<file path="src/rtl/vscale_dmem_bridge_pkg.sv">
// Shared types and constants for the vscale data-memory bridge.
// Size codes match the core's MEM_TYPE encoding so the core connects without translation.
package vscale_dmem_bridge_pkg;

    localparam int unsigned MEM_TYPE_WIDTH = 3;

    localparam logic [MEM_TYPE_WIDTH-1:0] MEM_TYPE_B  = 3'd0;
    localparam logic [MEM_TYPE_WIDTH-1:0] MEM_TYPE_H  = 3'd1;
    localparam logic [MEM_TYPE_WIDTH-1:0] MEM_TYPE_W  = 3'd2;
    localparam logic [MEM_TYPE_WIDTH-1:0] MEM_TYPE_BU = 3'd4;
    localparam logic [MEM_TYPE_WIDTH-1:0] MEM_TYPE_HU = 3'd5;

    typedef enum logic [1:0] {
        StIdle = 2'd0,
        StReq  = 2'd1,
        StResp = 2'd2,
        StErr  = 2'd3
    } bridge_state_e;

endpackage

</file>
<file path="src/rtl/vscale_dmem_bridge_if.sv">
// Valid/ready data bus between the bridge (master) and memory (slave).
interface vscale_dmem_bridge_if #(
    parameter int unsigned ADDR_WIDTH = 32,
    parameter int unsigned DATA_WIDTH = 32
);
    logic                  bus_req_valid;
    logic                  bus_req_ready;
    logic                  bus_req_wen;
    logic [ADDR_WIDTH-1:0] bus_req_addr;
    logic [3:0]            bus_req_wstrb;
    logic [DATA_WIDTH-1:0] bus_req_wdata;
    logic                  bus_resp_valid;
    logic                  bus_resp_ready;
    logic [DATA_WIDTH-1:0] bus_resp_rdata;
    logic                  bus_resp_err;

    modport master (
        output bus_req_valid, bus_req_wen, bus_req_addr, bus_req_wstrb, bus_req_wdata,
        output bus_resp_ready,
        input  bus_req_ready, bus_resp_valid, bus_resp_rdata, bus_resp_err
    );

    modport slave (
        input  bus_req_valid, bus_req_wen, bus_req_addr, bus_req_wstrb, bus_req_wdata,
        input  bus_resp_ready,
        output bus_req_ready, bus_resp_valid, bus_resp_rdata, bus_resp_err
    );
endinterface

</file>
<file path="src/rtl/vscale_dmem_align.sv">
// Byte-strobe generation and misalignment detection for one core access.
module vscale_dmem_align
    import vscale_dmem_bridge_pkg::*;
(
    input  logic [1:0]                addr_lo,
    input  logic [MEM_TYPE_WIDTH-1:0] size,
    output logic [3:0]                wstrb,
    output logic                      misaligned
);

    always_comb begin
        wstrb      = 4'b0000;
        misaligned = 1'b0;
        unique case (size)
            MEM_TYPE_B, MEM_TYPE_BU: begin
                wstrb = 4'b0001 << addr_lo;
            end
            MEM_TYPE_H, MEM_TYPE_HU: begin
                wstrb      = 4'b0011 << {addr_lo[1], 1'b0};
                misaligned = addr_lo[0];
            end
            MEM_TYPE_W: begin
                wstrb      = 4'b1111;
                misaligned = (addr_lo != 2'b00);
            end
            // Undefined size codes are reported as a fault rather than issued to the bus.
            default: begin
                misaligned = 1'b1;
            end
        endcase
    end

endmodule

</file>
<file path="src/rtl/vscale_dmem_bridge.sv">
// Converts the vscale core's fixed-latency dmem port into a valid/ready bus transaction,
// stalling the core in WB until the response arrives.
module vscale_dmem_bridge
    import vscale_dmem_bridge_pkg::*;
#(
    parameter int unsigned ADDR_WIDTH = 32,
    parameter int unsigned DATA_WIDTH = 32
) (
    input  logic                      clk,
    input  logic                      reset_n,
    input  logic                      dmem_en,
    input  logic                      dmem_wen,
    input  logic [MEM_TYPE_WIDTH-1:0] dmem_size,
    input  logic [ADDR_WIDTH-1:0]     dmem_addr,
    input  logic [DATA_WIDTH-1:0]     dmem_wdata_delayed,
    output logic                      dmem_wait,
    output logic [DATA_WIDTH-1:0]     dmem_rdata,
    output logic                      dmem_badmem_e,
    vscale_dmem_bridge_if.master      bus
);

    bridge_state_e         state_q, state_d;
    logic [ADDR_WIDTH-3:0] addr_q, addr_d;
    logic                  wen_q, wen_d;
    logic [3:0]            wstrb_q, wstrb_d;

    logic [3:0] wstrb;
    logic       misaligned;
    logic       accept;
    logic       resp_done;

    vscale_dmem_align u_align (
        .addr_lo    (dmem_addr[1:0]),
        .size       (dmem_size),
        .wstrb      (wstrb),
        .misaligned (misaligned)
    );

    always_ff @(posedge clk or negedge reset_n) begin
        if (!reset_n) begin
            state_q <= StIdle;
            addr_q  <= '0;
            wen_q   <= 1'b0;
            wstrb_q <= 4'b0000;
        end else begin
            state_q <= state_d;
            addr_q  <= addr_d;
            wen_q   <= wen_d;
            wstrb_q <= wstrb_d;
        end
    end

    assign resp_done = (state_q == StResp) && bus.bus_resp_valid;

    always_comb begin
        state_d = state_q;
        addr_d  = addr_q;
        wen_d   = wen_q;
        wstrb_d = wstrb_q;
        accept  = 1'b0;
        unique case (state_q)
            StIdle:  accept = 1'b1;
            StReq:   if (bus.bus_req_ready) state_d = StResp;
            StResp:  accept = bus.bus_resp_valid;
            StErr:   accept = 1'b1;
            default: state_d = StIdle;
        endcase
        // A completing response or fault frees the slot, so the next access issues with no bubble.
        if (accept) begin
            if (!dmem_en) begin
                state_d = StIdle;
            end else if (misaligned) begin
                state_d = StErr;
            end else begin
                state_d = StReq;
                addr_d  = dmem_addr[ADDR_WIDTH-1:2];
                wen_d   = dmem_wen;
                wstrb_d = wstrb;
            end
        end
    end

    always_comb begin
        bus.bus_req_valid  = (state_q == StReq);
        bus.bus_req_wen    = wen_q;
        bus.bus_req_addr   = {addr_q, 2'b00};
        bus.bus_req_wstrb  = wstrb_q;
        bus.bus_req_wdata  = (state_q == StReq) ? dmem_wdata_delayed : '0;
        bus.bus_resp_ready = (state_q == StResp);
        dmem_wait          = (state_q == StReq) || ((state_q == StResp) && !bus.bus_resp_valid);
        dmem_rdata         = resp_done ? bus.bus_resp_rdata : '0;
        dmem_badmem_e      = (state_q == StErr) || (resp_done && bus.bus_resp_err);
    end

endmodule

</file>
<file path="src/flat_wrapper.sv">
// flat-port wrapper written by rule: the top's interface ports become plain ports
module vscale_dmem_bridge_flat import vscale_dmem_bridge_pkg::*;
#(
    parameter int unsigned ADDR_WIDTH = 32,
    parameter int unsigned DATA_WIDTH = 32
)
  (clk, reset_n, dmem_en, dmem_wen, dmem_size, dmem_addr, dmem_wdata_delayed, dmem_wait, dmem_rdata, dmem_badmem_e, bus_bus_req_valid, bus_bus_req_wen, bus_bus_req_addr, bus_bus_req_wstrb, bus_bus_req_wdata, bus_bus_resp_ready, bus_bus_req_ready, bus_bus_resp_valid, bus_bus_resp_rdata, bus_bus_resp_err);
  vscale_dmem_bridge_if #(.ADDR_WIDTH(ADDR_WIDTH), .DATA_WIDTH(DATA_WIDTH)) bus_i ();
  input  logic clk;
  input  logic reset_n;
  input  logic dmem_en;
  input  logic dmem_wen;
  input  logic [MEM_TYPE_WIDTH-1:0] dmem_size;
  input  logic [ADDR_WIDTH-1:0] dmem_addr;
  input  logic [DATA_WIDTH-1:0] dmem_wdata_delayed;
  output logic dmem_wait;
  output logic [DATA_WIDTH-1:0] dmem_rdata;
  output logic dmem_badmem_e;
  output wire logic [$bits(bus_i.bus_req_valid)-1:0] bus_bus_req_valid;
  output wire logic [$bits(bus_i.bus_req_wen)-1:0] bus_bus_req_wen;
  output wire logic [$bits(bus_i.bus_req_addr)-1:0] bus_bus_req_addr;
  output wire logic [$bits(bus_i.bus_req_wstrb)-1:0] bus_bus_req_wstrb;
  output wire logic [$bits(bus_i.bus_req_wdata)-1:0] bus_bus_req_wdata;
  output wire logic [$bits(bus_i.bus_resp_ready)-1:0] bus_bus_resp_ready;
  input wire logic [$bits(bus_i.bus_req_ready)-1:0] bus_bus_req_ready;
  input wire logic [$bits(bus_i.bus_resp_valid)-1:0] bus_bus_resp_valid;
  input wire logic [$bits(bus_i.bus_resp_rdata)-1:0] bus_bus_resp_rdata;
  input wire logic [$bits(bus_i.bus_resp_err)-1:0] bus_bus_resp_err;
  assign bus_bus_req_valid = bus_i.bus_req_valid;
  assign bus_bus_req_wen = bus_i.bus_req_wen;
  assign bus_bus_req_addr = bus_i.bus_req_addr;
  assign bus_bus_req_wstrb = bus_i.bus_req_wstrb;
  assign bus_bus_req_wdata = bus_i.bus_req_wdata;
  assign bus_bus_resp_ready = bus_i.bus_resp_ready;
  assign bus_i.bus_req_ready = bus_bus_req_ready;
  assign bus_i.bus_resp_valid = bus_bus_resp_valid;
  assign bus_i.bus_resp_rdata = bus_bus_resp_rdata;
  assign bus_i.bus_resp_err = bus_bus_resp_err;
  vscale_dmem_bridge #(.ADDR_WIDTH(ADDR_WIDTH), .DATA_WIDTH(DATA_WIDTH)) u_core (.clk(clk), .reset_n(reset_n), .dmem_en(dmem_en), .dmem_wen(dmem_wen), .dmem_size(dmem_size), .dmem_addr(dmem_addr), .dmem_wdata_delayed(dmem_wdata_delayed), .dmem_wait(dmem_wait), .dmem_rdata(dmem_rdata), .dmem_badmem_e(dmem_badmem_e), .bus(bus_i));
endmodule
</file>
<file path="config.mk">
export PLATFORM = sky130hd
export DESIGN_NAME = vscale_dmem_bridge_flat
export DESIGN_NICKNAME = d
export VERILOG_FILES = /design/src/rtl/vscale_dmem_bridge_pkg.sv /design/src/rtl/vscale_dmem_bridge_if.sv /design/src/rtl/vscale_dmem_align.sv /design/src/rtl/vscale_dmem_bridge.sv /design/src/flat_wrapper.sv
export SDC_FILE = /design/constraint.sdc
export NUM_CORES = 1
export LEC_CHECK = 0
export BUFFER_PORTS_ARGS = -buffer_cell sky130_fd_sc_hd__buf_2
export CORE_ASPECT_RATIO = 0.9
export CORE_MARGIN = 2
export CORE_UTILIZATION = 36
export CTS_CLUSTER_SIZE = 14
export DETAILED_ROUTE_END_ITERATION = 8
export GPL_ROUTABILITY_DRIVEN = 0
export GPL_TIMING_DRIVEN = 0
export HOLD_SLACK_MARGIN = 0.06
export PLACE_DENSITY = 0.88
export SETUP_SLACK_MARGIN = 0.5
export SLEW_MARGIN = 10
export SYNTH_ARGS = -nofsm -noshare
export SYNTH_HDL_FRONTEND = slang
export SYNTH_HIERARCHICAL = 1
export SYNTH_SLANG_ARGS = --single-unit
export TNS_END_PERCENT = 30
</file>
<file path="constraint.sdc">
create_clock -name clk -period 2.8 [get_ports clk]
set_clock_uncertainty 0.05 [all_clocks]
set_input_delay 0.14 -clock clk [delete_from_list [all_inputs] [get_ports clk]]
set_output_delay 0.14 -clock clk [all_outputs]
set_load 0.05 [all_outputs]
</file>
# Word-level counts from Yosys, hierarchy flattened

Cells that the tools add are included.

Flip-flop bits (word level): 37
Output and inout bits: 105
Logic and storage cells: 40

Equal/unequal tests: 7
Shift-type cells: 2
Multiplexer cells: 10
Bitwise logic cells: 1
Reductions and logical operators: 16

Operators with widths:

| cell                                                | number |
|---|---|
| two-way mux 32 bit                                  | 2 |
| one-hot mux 4 bit (3 select lines)                  | 1 |
| two-way mux 2 bit                                   | 5 |
| equality test 3 bit, second input constant          | 2 |
| nonzero test 2 bit                                  | 3 |
| OR reduction 2 bit                                  | 3 |
| equality test 2 bit, second input constant          | 2 |
| left shift 1 x 2 -> 4 bit, first input constant     | 1 |
| left shift 2 x 2 -> 4 bit, first input constant     | 1 |
| equality test 3 x 1 -> 1 bit, second input constant | 1 |
| equality test 3 x 2 -> 1 bit, second input constant | 1 |
| logical AND 1 bit                                   | 3 |
| logical NOT 3 bit                                   | 1 |
| one-hot mux 1 bit (3 select lines)                  | 1 |
| AND reduction 3 bit                                 | 1 |
| equality test 2 x 1 -> 1 bit, second input constant | 1 |
| logical NOT 2 bit                                   | 1 |
| logical OR 1 bit                                    | 2 |
| one-hot mux 1 bit (2 select lines)                  | 1 |
| AND reduction 2 bit                                 | 1 |
| logical NOT 1 bit                                   | 1 |
| inverter 1 bit                                      | 1 |

# Depth between registers and ports, before layout

Gate-level depths: netlist of the first run.

Depth after elaboration: 6
Depth in mapped cells: 7
Mapped depth without buffers: 5

# Modules after synthesis

The synthesis of the first run kept the hierarchy.

Modules (own cells, without submodules):

| module             | instances | cells an instance | area each (um^2) |
|---|---|---|---|
| vscale_dmem_bridge | 1         | 169               | 2087.0 |
| vscale_dmem_align  | 1         | 11                | 63.8 |

# Worst setup path before layout of the first run

No wires, ideal clock.

Kind: register -> register
Start: reg u_core.state_q[0]
End: reg u_core.addr_q[0]
Setup time: 125 ps
Arrival: 2234 ps
Data required time: 2625 ps
Setup slack: 390 ps
Cell stages (with the launch flop): 8
Period minus slack after synthesis: 2410 ps
Cell sequence: dfrtp_1 inv_1 ha_1 a21oi_2 or4b_1 buf_6 buf_12 mux2_4

Elaborated cells between the ends (all ways): 6

RTL lines:

| what                               | RTL line                 | RTL |
|---|---|---|
| from (decl)                        | vscale_dmem_bridge.sv:22 | `bridge_state_e state_q, state_d;` |
| from (signal assigned)             | vscale_dmem_bridge.sv:41 | `state_q <= StIdle;` |
| from (signal assigned)             | vscale_dmem_bridge.sv:46 | `state_q <= state_d;` |
| equality test 2 bit                | --                       |  |
| named net bus_bus_resp_ready       | flat_wrapper.sv:24       | `output wire logic [$bits(bus_i.bus_resp_ready)-1:0] bus_bus_resp_ready;` |
| one-hot mux 1 bit (2 select lines) | vscale_dmem_bridge.sv:61 | `unique case (state_q)` |
| AND reduction 3 bit (no line)      | --                       |  |
| to (signal assigned)               | vscale_dmem_bridge.sv:47 | `addr_q <= addr_d;` |
| to (decl)                          | vscale_dmem_bridge.sv:23 | `logic [ADDR_WIDTH-3:0] addr_q, addr_d;` |

The timed path passes the listed nets, and every way through them passes these cells.
A chain may end at the register's enable or synchronous reset.

# Final worst setup path of the first run

Start: reg u_core.state_q[0]
End: reg u_core.wstrb_q[1] (netlist: u_core/bus.bus_req_wstrb[1])

Longest elaborated chain between the ends: 4
Elaborated cells between the ends (all ways): 6

RTL lines:

| what                                                     | RTL line                 | RTL |
|---|---|---|
| equality test 2 bit or logical NOT 2 bit (tied branches) | vscale_dmem_bridge.sv:61 |  |
| OR reduction 2 bit (no line)                             | --                       |  |
| one-hot mux 1 bit (2 select lines) (*)                   | vscale_dmem_bridge.sv:61 |  |
| AND reduction 3 bit (no line) (*)                        | --                       |  |
| to (signal assigned)                                     | vscale_dmem_bridge.sv:49 | `wstrb_q <= wstrb_d;` |
| to (decl)                                                | vscale_dmem_bridge.sv:25 | `logic [3:0] wstrb_q, wstrb_d;` |

Every way passes the cells marked *; elsewhere a longest branch is shown, timed or not.

==> summary.md, run 1 <==
• synthesized netlist cell count: 180
• number of global-route vias before repair: 2426
• root buffer selected by CTS: sky130_fd_sc_hd__clkbuf_8
• endpoint class of the critical path: flip-flop
• share of total power in sequential cells: 0.205
• Slew headroom: 0.462
• area of the mapped netlist: 2150 um2
• met1 track utilization from global routing: 0.261
• global-route wire length before repair: 11500 um
• internal power contribution: 0.00207 W
• run status: completed
• CP Class: flip-flop to flip-flop
• antenna-violating nets left: 0
• sum of negative setup slack: 0 ns
• Yosys cell types: 27
• clock share of power: 0.097
• Max Slew Vio Count: 0
• Wirelength per Cell: 14.5 um
• drt via density: 4.65
• Filler cells: 450
• post-DP HPWL: 5280 um
• share of post-route cells with drive strength above 1: 0.616
• critical path arrival: 2.31 ns
• number of max-capacitance violations reported: 0
• CTS H-Tree Depth: 2
• total of flip-flops plus latches after synthesis: 37
• number of failing hold endpoints at the final stage: 0
• Clock transition at path regs: 0.08 ns
• Clk Latency, worst-skew pair: 0.28 ns
• first-pass detailed-route iteration total: 4
• diode insertion count for antenna repair: 0
• sw power: 0.00260 W
• DRT iter0 DRCs: 66
• die area: 6610 um2
• startpoint type of the worst setup path: flip-flop
• vias after detailed routing: 2324
• Setup violations, final: 0
• critical path data required time: 2.91 ns
• drc violations: 0
• total power consumption of the routed design: 0.00468 W
• number of top-level pins: 211
• busiest grt layer: met2
• Final Routed Wirelength: 7270 um
• CTS tree: built
• area of the core region: 5730 um2
• post-place setup slack: 0.606 ns
• transition time at the pin with the least slew margin: 0.807 ns
• static power due to leakage: 2.30 nW
• combinational share of power: 0.698
• worst min-delay path category: primary input to flip-flop
• floorplan row count: 26
• number of clock sinks: 37
• clock buffer count from CTS: 5
• post-CTS repair timing setup buffer count: 0
• global-route met2 utilization: 0.393
• met3 Use GR: 0.0383
• number of port buffers: 208
• die outline width: 85.5 um
• Final Cycle Share: 0.785
• All-Layer GR Usage: 0.217
• worst ir drop on vdd: 0.000950 V
• clock period minus final worst setup slack: 2.20 ns
• Chip Height: 77.3 um
• P&R area growth vs syn: 73.5%
• net count of the finished layout: 538
• post-route setup slack: 0.602 ns
• Sw Ratio: 0.556
• number of warning messages in the yosys log: 6
• maximum number of pins on one net before global-route repair: 38
• FMAX: 455 MHz
• effective utilization at floorplan: 0.376
• mean instance size in the synthesized netlist: 11.9 um2
• RSZ-0062 raised after global routing: yes
• maximum fanout count along the critical path: 10
• grt ovf: 0
• CTS Buffer Depth: 2
• sequential cell area fraction in the yosys report: 0.430
• antenna violations before repair: 0
• areal power density over the cells: 1250 nW/um2
## power groups by stage
stage          sequential, W  combinational, W  clock [W]
2_1_floorplan        0.00185           0.00164          0
3_3_place_gp        0.000939           0.00318          0
3_5_place_dp        0.000957           0.00321          0
4_1_cts             0.000950           0.00326   0.000469
5_1_grt             0.000997           0.00342   0.000491
6_report            0.000958           0.00327   0.000454
## Yosys cell counts (all sizes together)
cell type	count	area [um2]
dfrtp	37	926
mux2	36	518
and2	32	200
and3	32	204
clkbuf	10	37.5
buf	6	86.3
inv	4	15.0
a21oi	3	18.8
ha	3	37.5
nor2	3	11.3
o21ai	2	10.0
o31ai	2	15.0
a21o	1	7.51
a22o	1	8.76
a22oi	1	7.51
a31o	1	8.76
conb	1	3.75
nand2	1	3.75
nand2b	1	6.26
nor2b	1	6.26
or3b	1	8.76
or4b	1	10.0
## state kept, by name (all words and copies together), names as in the netlist
name                      cells
u_core/addr_q                30
u_core/bus.bus_req_wstrb      4
u_core/state_q                2
u_core/bus.bus_req_wen        1
## critical path: stages, from the launching register on
cell	delay, ns
sky130_fd_sc_hd__dfrtp_1	0.43
sky130_fd_sc_hd__ha_2	0.20
sky130_fd_sc_hd__clkbuf_1	0.19
sky130_fd_sc_hd__or4b_1	0.57
sky130_fd_sc_hd__buf_6	0.17
sky130_fd_sc_hd__buf_12	0.15
sky130_fd_sc_hd__mux2_4	0.30
## area by class of cell
cell class	count	area, um2	share of cell area
multi-input cells	124	1090	0.293
flip-flops and latches	37	926	0.248
well taps	70	87.6	0.0235
clock inverters	2	38.8	0.0104
plain buffers	16	125	0.0335
repair buffers	241	1370	0.368
clock buffers	6	72.6	0.0195
inverters	4	15.0	0.00402
## kinds of logic after synthesis
kind of cell             Yosys count  share of synthesized area
buffers and inverters             20                     0.0646
other                              1                    0.00174
multiplexers                      36                      0.241
adder cells (fa/ha/maj)            3                     0.0175
AND/OR/NAND/NOR                   72                      0.209
flip-flops                        37                      0.430
AO/OA/AOI/OAI                     11                     0.0355
## final timing paths
check	depth (start not counted)	start	endpoint	slack, ns
worst min register to register	1	u_core/addr_q[18]$_DFFE_PN0P_	u_core/addr_q[18]$_DFFE_PN0P_	0.45
worst max register to register	6	u_core/state_q[0]$_DFFE_PN0P_	u_core/bus.bus_req_wstrb[1]$_DFFE_PN0P_	0.60
worst max-delay path	6	u_core/state_q[0]$_DFFE_PN0P_	u_core/bus.bus_req_wstrb[1]$_DFFE_PN0P_	0.60
worst min-delay path	4	bus_bus_req_ready	u_core/state_q[1]$_DFFE_PN0P_	0.23
min in group asynchronous	2	reset_n	u_core/bus.bus_req_wstrb[3]$_DFFE_PN0P_	0.45
max in group asynchronous	2	reset_n	u_core/addr_q[0]$_DFFE_PN0P_	1.74
## cell usage in the layout, fill, tap and decap left out, drive strengths merged, types with 4 or more instances in the layout
master,instances
dfrtp,37
clkbuf,16
buf,214
mux2,36
dlygate4sd3,33
and3,32
inv,4
and2,32
## layer usage
metal,up-vias,share of wire
li1,1111,-
met1,1087,0.40
met2,114,0.51
met3,12,0.067
met4,0,0.019
met5,-,0
## through the flow
| step | cell area (um2) | utilization | cells | hold slack [ns] |
|---|---|---|---|---|
| 6_report | 3730 | 0.652 | 500 | 0.229 |
| 5_1_grt | 3730 | 0.652 | 500 | 0.256 |
| 4_1_cts | 3730 | 0.651 | 500 | 0.219 |
| 3_5_place_dp | 3290 | 0.574 | 459 | 0.226 |
| 3_3_place_gp | 3290 | 0.574 | 459 | 0.212 |
| 2_1_floorplan | 2160 | - | 181 | -0.206 |
## repair_timing
action / in CTS / in global routing
endpoints found under the hold margin: 69 / 0
gates resized for setup: 0 / 2
hold buffers: 33 / 0
endpoints found under the setup margin: 0 / 30
(Power assumes the default switching activity.)
==> run 2: changes to the inputs <==
==> constraint.sdc (replaced) <==
create_clock -name clk -period 2.2 [get_ports clk]
set_clock_uncertainty 0.05 [all_clocks]
set_input_delay 0.11 -clock clk [delete_from_list [all_inputs] [get_ports clk]]
set_output_delay 0.11 -clock clk [all_outputs]
set_load 0.05 [all_outputs]
==> run 2 against run 1 <==
  * Sequential power increased by 29%
  * Non-clock buffer count grew 10
  * Sequential share of layout area down 1.6 points
  * Critical path depth grew 1
  * Combinational power grew 39%
  * Global-route usage is 0.67 points higher
  * Cell area up 7.0%
  * Die area is the same
  * Fmax increased by 5.1%
  * Critical path type unchanged
==> summary.md, run 2 (synthesis results as in run 1) <==
• CP Class: flip-flop to flip-flop
• CTS tree: built
• Clock transition at path regs: 0.08 ns
• clock period minus final worst setup slack: 2.09 ns
• number of global-route vias before repair: 2422
• drt via density: 4.60
• All-Layer GR Usage: 0.223
• R2R cell count: 7
• placed inst area: 3320 um2
• Max Slew Vio Count: 0
• number of max-capacitance violations reported: 0
• maximum number of pins on one net before global-route repair: 38
• largest register by flop count: u_core/addr_q
• global-route wire length before repair: 11800 um
• number of cells on the worst hold path: 4
• critical path data required time: 2.32 ns
• Clk Latency, worst-skew pair: 0.28 ns
• most used cells in the layout excluding fill and tap cells: sky130_fd_sc_hd__buf_2, sky130_fd_sc_hd__dfrtp_1, sky130_fd_sc_hd__dlygate4sd3_1
• net count of the finished layout: 548
• RSZ-0062 raised after global routing: yes
• floorplan row count: 26
• number of failing hold endpoints at the final stage: 0
• most common cell after layout, fill and taps aside: sky130_fd_sc_hd__buf_2
• maximum fanout count along the critical path: 10
• CTS H-Tree Depth: 2
• static power due to leakage: 2.38 nW
• areal power density over the cells: 1570 nW/um2
• share of post-route cells with drive strength above 1: 0.659
• Filler cells: 419
• startpoint type of the worst setup path: flip-flop
• Chip Height: 77.3 um
• effective utilization at floorplan: 0.376
• Final Cycle Share: 0.950
• Slew headroom: 0.464
• worst min-delay path category: primary input to flip-flop
• transition time at the pin with the least slew margin: 0.804 ns
• P&R area growth vs syn: 85.6%
• area of all placed cells without fillers: 3990 um2
• clock buffer count from CTS: 5
• Setup violations, final: 0
• die outline width: 85.5 um
• Final Routed Wirelength: 7680 um
• root buffer selected by CTS: sky130_fd_sc_hd__clkbuf_8
• number of clock sinks: 37
• endpoint class of the critical path: flip-flop
• max FFs per register: 30
• diode insertion count for antenna repair: 0
• post-DP HPWL: 5440 um
• drc violations: 0
• FMAX: 478 MHz
• antenna violations before repair: 0
• Wirelength per Cell: 15.1 um
• vias after detailed routing: 2347
• area of the core region: 5730 um2
• antenna-violating nets left: 0
• number of top-level pins: 211
• DRT iter0 DRCs: 96
• run status: completed
• first-pass detailed-route iteration total: 4
• worst ir drop on vdd: 0.00117 V
• critical path arrival: 2.21 ns
• fraction of the core area covered by cells at the end of the flow: 0.697
• grt ovf: 0
• sum of negative setup slack: 0 ns
• die area: 6610 um2
• number of port buffers: 208
• CTS Buffer Depth: 2
## run 2: repair_timing
| action | CTS | global route |
|---|---|---|
| setup buffers | 6 | 2 |
| gates resized for setup | 6 | 64 |
| hold endpoints to repair | 70 | 0 |
| setup endpoints to repair | 94 | 101 |
| pin swaps | 2 | 0 |
| hold buffers | 33 | 0 |
| gates cloned | 1 | 1 |
## run 2: final timing paths
check	end	slack, ns	startpoint
max in group asynchronous	u_core/state_q[0]$_DFFE_PN0P_	1.14	reset_n
setup reg to reg	u_core/addr_q[6]$_DFFE_PN0P_	0.11	u_core/state_q[0]$_DFFE_PN0P_
hold / removal	u_core/state_q[1]$_DFFE_PN0P_	0.22	bus_bus_req_ready
setup / recovery	u_core/addr_q[6]$_DFFE_PN0P_	0.11	u_core/state_q[0]$_DFFE_PN0P_
hold reg to reg	u_core/addr_q[9]$_DFFE_PN0P_	0.45	u_core/addr_q[9]$_DFFE_PN0P_
min in group asynchronous	u_core/addr_q[25]$_DFFE_PN0P_	0.40	reset_n
## run 2: worst max-delay path, stage by stage, from the launching register on
cell                      delay, ns
sky130_fd_sc_hd__dfrtp_2       0.41
sky130_fd_sc_hd__inv_2         0.06
sky130_fd_sc_hd__ha_4          0.25
sky130_fd_sc_hd__a21oi_2       0.04
sky130_fd_sc_hd__or4b_4        0.55
sky130_fd_sc_hd__buf_8         0.17
sky130_fd_sc_hd__buf_12        0.15
sky130_fd_sc_hd__mux2_4        0.30
## run 2: report_power, final
part           total [W]  switching (W)  internal (W)
Sequential       0.00124       0.000209       0.00103
Combinational    0.00455        0.00299       0.00156
Clock           0.000470       0.000245      0.000224
Total            0.00625        0.00344       0.00281
## run 2: layout make-up
type                    instances  area (um2)  area share
repair buffers                251        1580       0.395
plain buffers                  16         155      0.0389
flip-flops and latches         37         927       0.232
multi-input cells             124        1140       0.286
clock buffers                   5        68.8      0.0172
inverters                       4        15.0     0.00376
well taps                      70        87.6      0.0219
clock inverters                 3        21.3     0.00533
## run 2: metrics by stage
stage	hold slack [ns]	cells	power (W)	setup WS, ns
3_3_place_gp	0.175	459	0.00529	0.0914
5_1_grt	0.229	510	0.00653	0.0714
3_5_place_dp	0.200	459	0.00539	0.0546
4_1_cts	0.193	507	0.00604	0.108
2_1_floorplan	-0.236	181	0.00450	0.0781
6_report	0.218	510	0.00625	0.109
## run 2: metal layers
layer | global-route usage | vias up | wire (um)
met5 | 0 | - | 0
met4 | 0.0508 | 0 | 65
met3 | 0.0415 | 6 | 551
met2 | 0.418 | 115 | 4150
met1 | 0.263 | 1096 | 2910
li1 | - | 1130 | -
==> run 3: changes to the inputs <==
--- a/config.mk
+++ b/config.mk
@@ -14,7 +14,7 @@
 export GPL_ROUTABILITY_DRIVEN = 0
 export GPL_TIMING_DRIVEN = 0
 export HOLD_SLACK_MARGIN = 0.06
-export PLACE_DENSITY = 0.88
+export PLACE_DENSITY = 0.8
 export SETUP_SLACK_MARGIN = 0.5
 export SLEW_MARGIN = 10
 export SYNTH_ARGS = -nofsm -noshare
==> run 3 against run 2 <==
  * Setup slack improved by 0.0053 ns
  * Cell count increased by 1.6%
  * Clock power increased by 29%
  * Cell area increased by 7.6%
  * Fmax increased by 0.26%
  * Routed wire length increased by 15%
  * Power increased by 8.3%
  * Critical endpoint is now u_core/bus.bus_req_wstrb[2]$_DFFE_PN0P_
  * Largest cell class unchanged
  * Largest power group unchanged
  * Highest routed layer unchanged
==> summary.md, run 3 (synthesis results as in run 1) <==
• run status: completed
• most used cells in the layout excluding fill and tap cells: sky130_fd_sc_hd__buf_2, sky130_fd_sc_hd__dfrtp_1, sky130_fd_sc_hd__dlygate4sd3_1
• critical path data required time: 2.33 ns
• antenna-violating nets left: 0
• largest register by flop count: u_core/addr_q
• drt via density: 4.69
• first-pass detailed-route iteration total: 4
• CP Class: flip-flop to flip-flop
• die area: 6610 um2
• Clock transition at path regs: 0.08 ns
• post-route setup slack: 0.114 ns
• drc violations: 0
• global-route wire length before repair: 12000 um
• startpoint type of the worst setup path: flip-flop
• Clk Latency, worst-skew pair: 0.29 ns
• effective utilization at floorplan: 0.376
• share of post-route cells with drive strength above 1: 0.709
• FMAX: 479 MHz
• Setup violations, final: 0
• post-place setup slack: 0.0500 ns
• post-DP HPWL: 5520 um
• DRT iter0 DRCs: 67
• number of max-capacitance violations reported: 0
• areal power density over the cells: 1580 nW/um2
• All-Layer GR Usage: 0.231
• number of clock sinks: 37
• Slew headroom: 0.435
• die outline width: 85.5 um
• static power due to leakage: 2.51 nW
• number of failing hold endpoints at the final stage: 0
• Final Cycle Share: 0.948
• CTS Buffer Depth: 2
• number of global-route vias before repair: 2491
• number of top-level pins: 211
• Wirelength per Cell: 17.1 um
• critical path arrival: 2.22 ns
• vias after detailed routing: 2429
• maximum number of pins on one net before global-route repair: 38
• grt ovf: 0
• RSZ-0062 raised after global routing: yes
• worst ir drop on vdd: 0.00110 V
• most common cell after layout, fill and taps aside: sky130_fd_sc_hd__buf_2
• transition time at the pin with the least slew margin: 0.847 ns
• CTS tree: built
• Final Routed Wirelength: 8840 um
• Chip Height: 77.3 um
• sum of negative setup slack: 0 ns
• clock period minus final worst setup slack: 2.09 ns
• slack of the worst reg-to-reg path: 0.11 ns
• P&R area growth vs syn: 99.7%
• worst min-delay path category: primary input to flip-flop
• Max Slew Vio Count: 0
• floorplan row count: 26
• area of the core region: 5730 um2
• maximum fanout count along the critical path: 6
• clock buffer count from CTS: 5
• endpoint class of the critical path: flip-flop
• root buffer selected by CTS: sky130_fd_sc_hd__clkbuf_8
• max FFs per register: 30
• CTS H-Tree Depth: 2
• net count of the finished layout: 555
• number of port buffers: 208
• antenna violations before repair: 1
run 3: cell types whose count changed in the layout (fill, tap and decap cells not counted), sizes merged:
cell and delta:
buf +8, bufinv +1, clkbuf -1, clkinvlp -1, diode +1
run 3: report_power, final:
| group | total [W] | internal [W] | switching, W |
|---|---|---|---|
| registers | 0.00124 | 0.00103 | 0.000210 |
| clock network | 0.000604 | 0.000340 | 0.000264 |
| logic | 0.00493 | 0.00185 | 0.00308 |
| total | 0.00677 | 0.00322 | 0.00356 |
run 3: worst paths after layout:
kind / start / to / depth (start not counted)
max: u_core/state_q[1]$_DFFE_PN0P_ / u_core/bus.bus_req_wstrb[2]$_DFFE_PN0P_ / 7
min in group asynchronous: reset_n / u_core/addr_q[19]$_DFFE_PN0P_ / 2
max in group asynchronous: reset_n / u_core/state_q[0]$_DFFE_PN0P_ / 2
max reg2reg: u_core/state_q[1]$_DFFE_PN0P_ / u_core/bus.bus_req_wstrb[2]$_DFFE_PN0P_ / 7
min reg2reg: u_core/addr_q[23]$_DFFE_PN0P_ / u_core/addr_q[23]$_DFFE_PN0P_ / 1
min: bus_bus_req_ready / u_core/state_q[1]$_DFFE_PN0P_ / 4
run 3: through the flow:
step | std cells | hold slack (ns) | utilization | total power (W) | cell area (um2)
2_1_floorplan | 181 | -0.236 | - | 0.00450 | 2190
3_3_place_gp | 459 | 0.190 | 0.580 | 0.00531 | 3320
3_5_place_dp | 459 | 0.199 | 0.580 | 0.00537 | 3320
4_1_cts | 507 | 0.186 | 0.672 | 0.00615 | 3850
5_1_grt | 518 | 0.240 | 0.750 | 0.00706 | 4290
6_report | 518 | 0.206 | 0.750 | 0.00677 | 4290
run 3: final cells by class:
type,count,area (um2)
antenna,1,2.50
buffer,16,161
clock buffer,5,68.8
clock inverter,3,43.8
fill,391,1430
inverter,4,15.0
multi-input combinational,124,1190
sequential,37,927
tap,70,87.6
timing repair buffer,258,1800
run 3: worst max-delay path, cell delays in order, from the launching register on:
cell	delay, ns
sky130_fd_sc_hd__dfrtp_1	0.40
sky130_fd_sc_hd__buf_6	0.13
sky130_fd_sc_hd__ha_4	0.25
sky130_fd_sc_hd__a21oi_2	0.04
sky130_fd_sc_hd__or4b_4	0.49
sky130_fd_sc_hd__buf_8	0.17
sky130_fd_sc_hd__buf_16	0.14
sky130_fd_sc_hd__mux2_4	0.31
run 3: per-layer routing:
| layer | global-route usage | vias to the layer above | wire length [um] |
|---|---|---|---|
| li1 | - | 1148 | - |
| met1 | 0.243 | 1149 | 3130 |
| met2 | 0.452 | 116 | 5010 |
| met3 | 0.0415 | 16 | 523 |
| met4 | 0.0810 | 0 | 176 |
| met5 | 0 | - | 0 |
run 3: what timing repair did:
action,CTS,global route
endpoints found under the hold margin,70,0
pin swaps,0,1
setup buffers,6,6
hold buffers,33,0
gates resized for setup,5,156
setup endpoints to repair,94,98
cloned,1,4
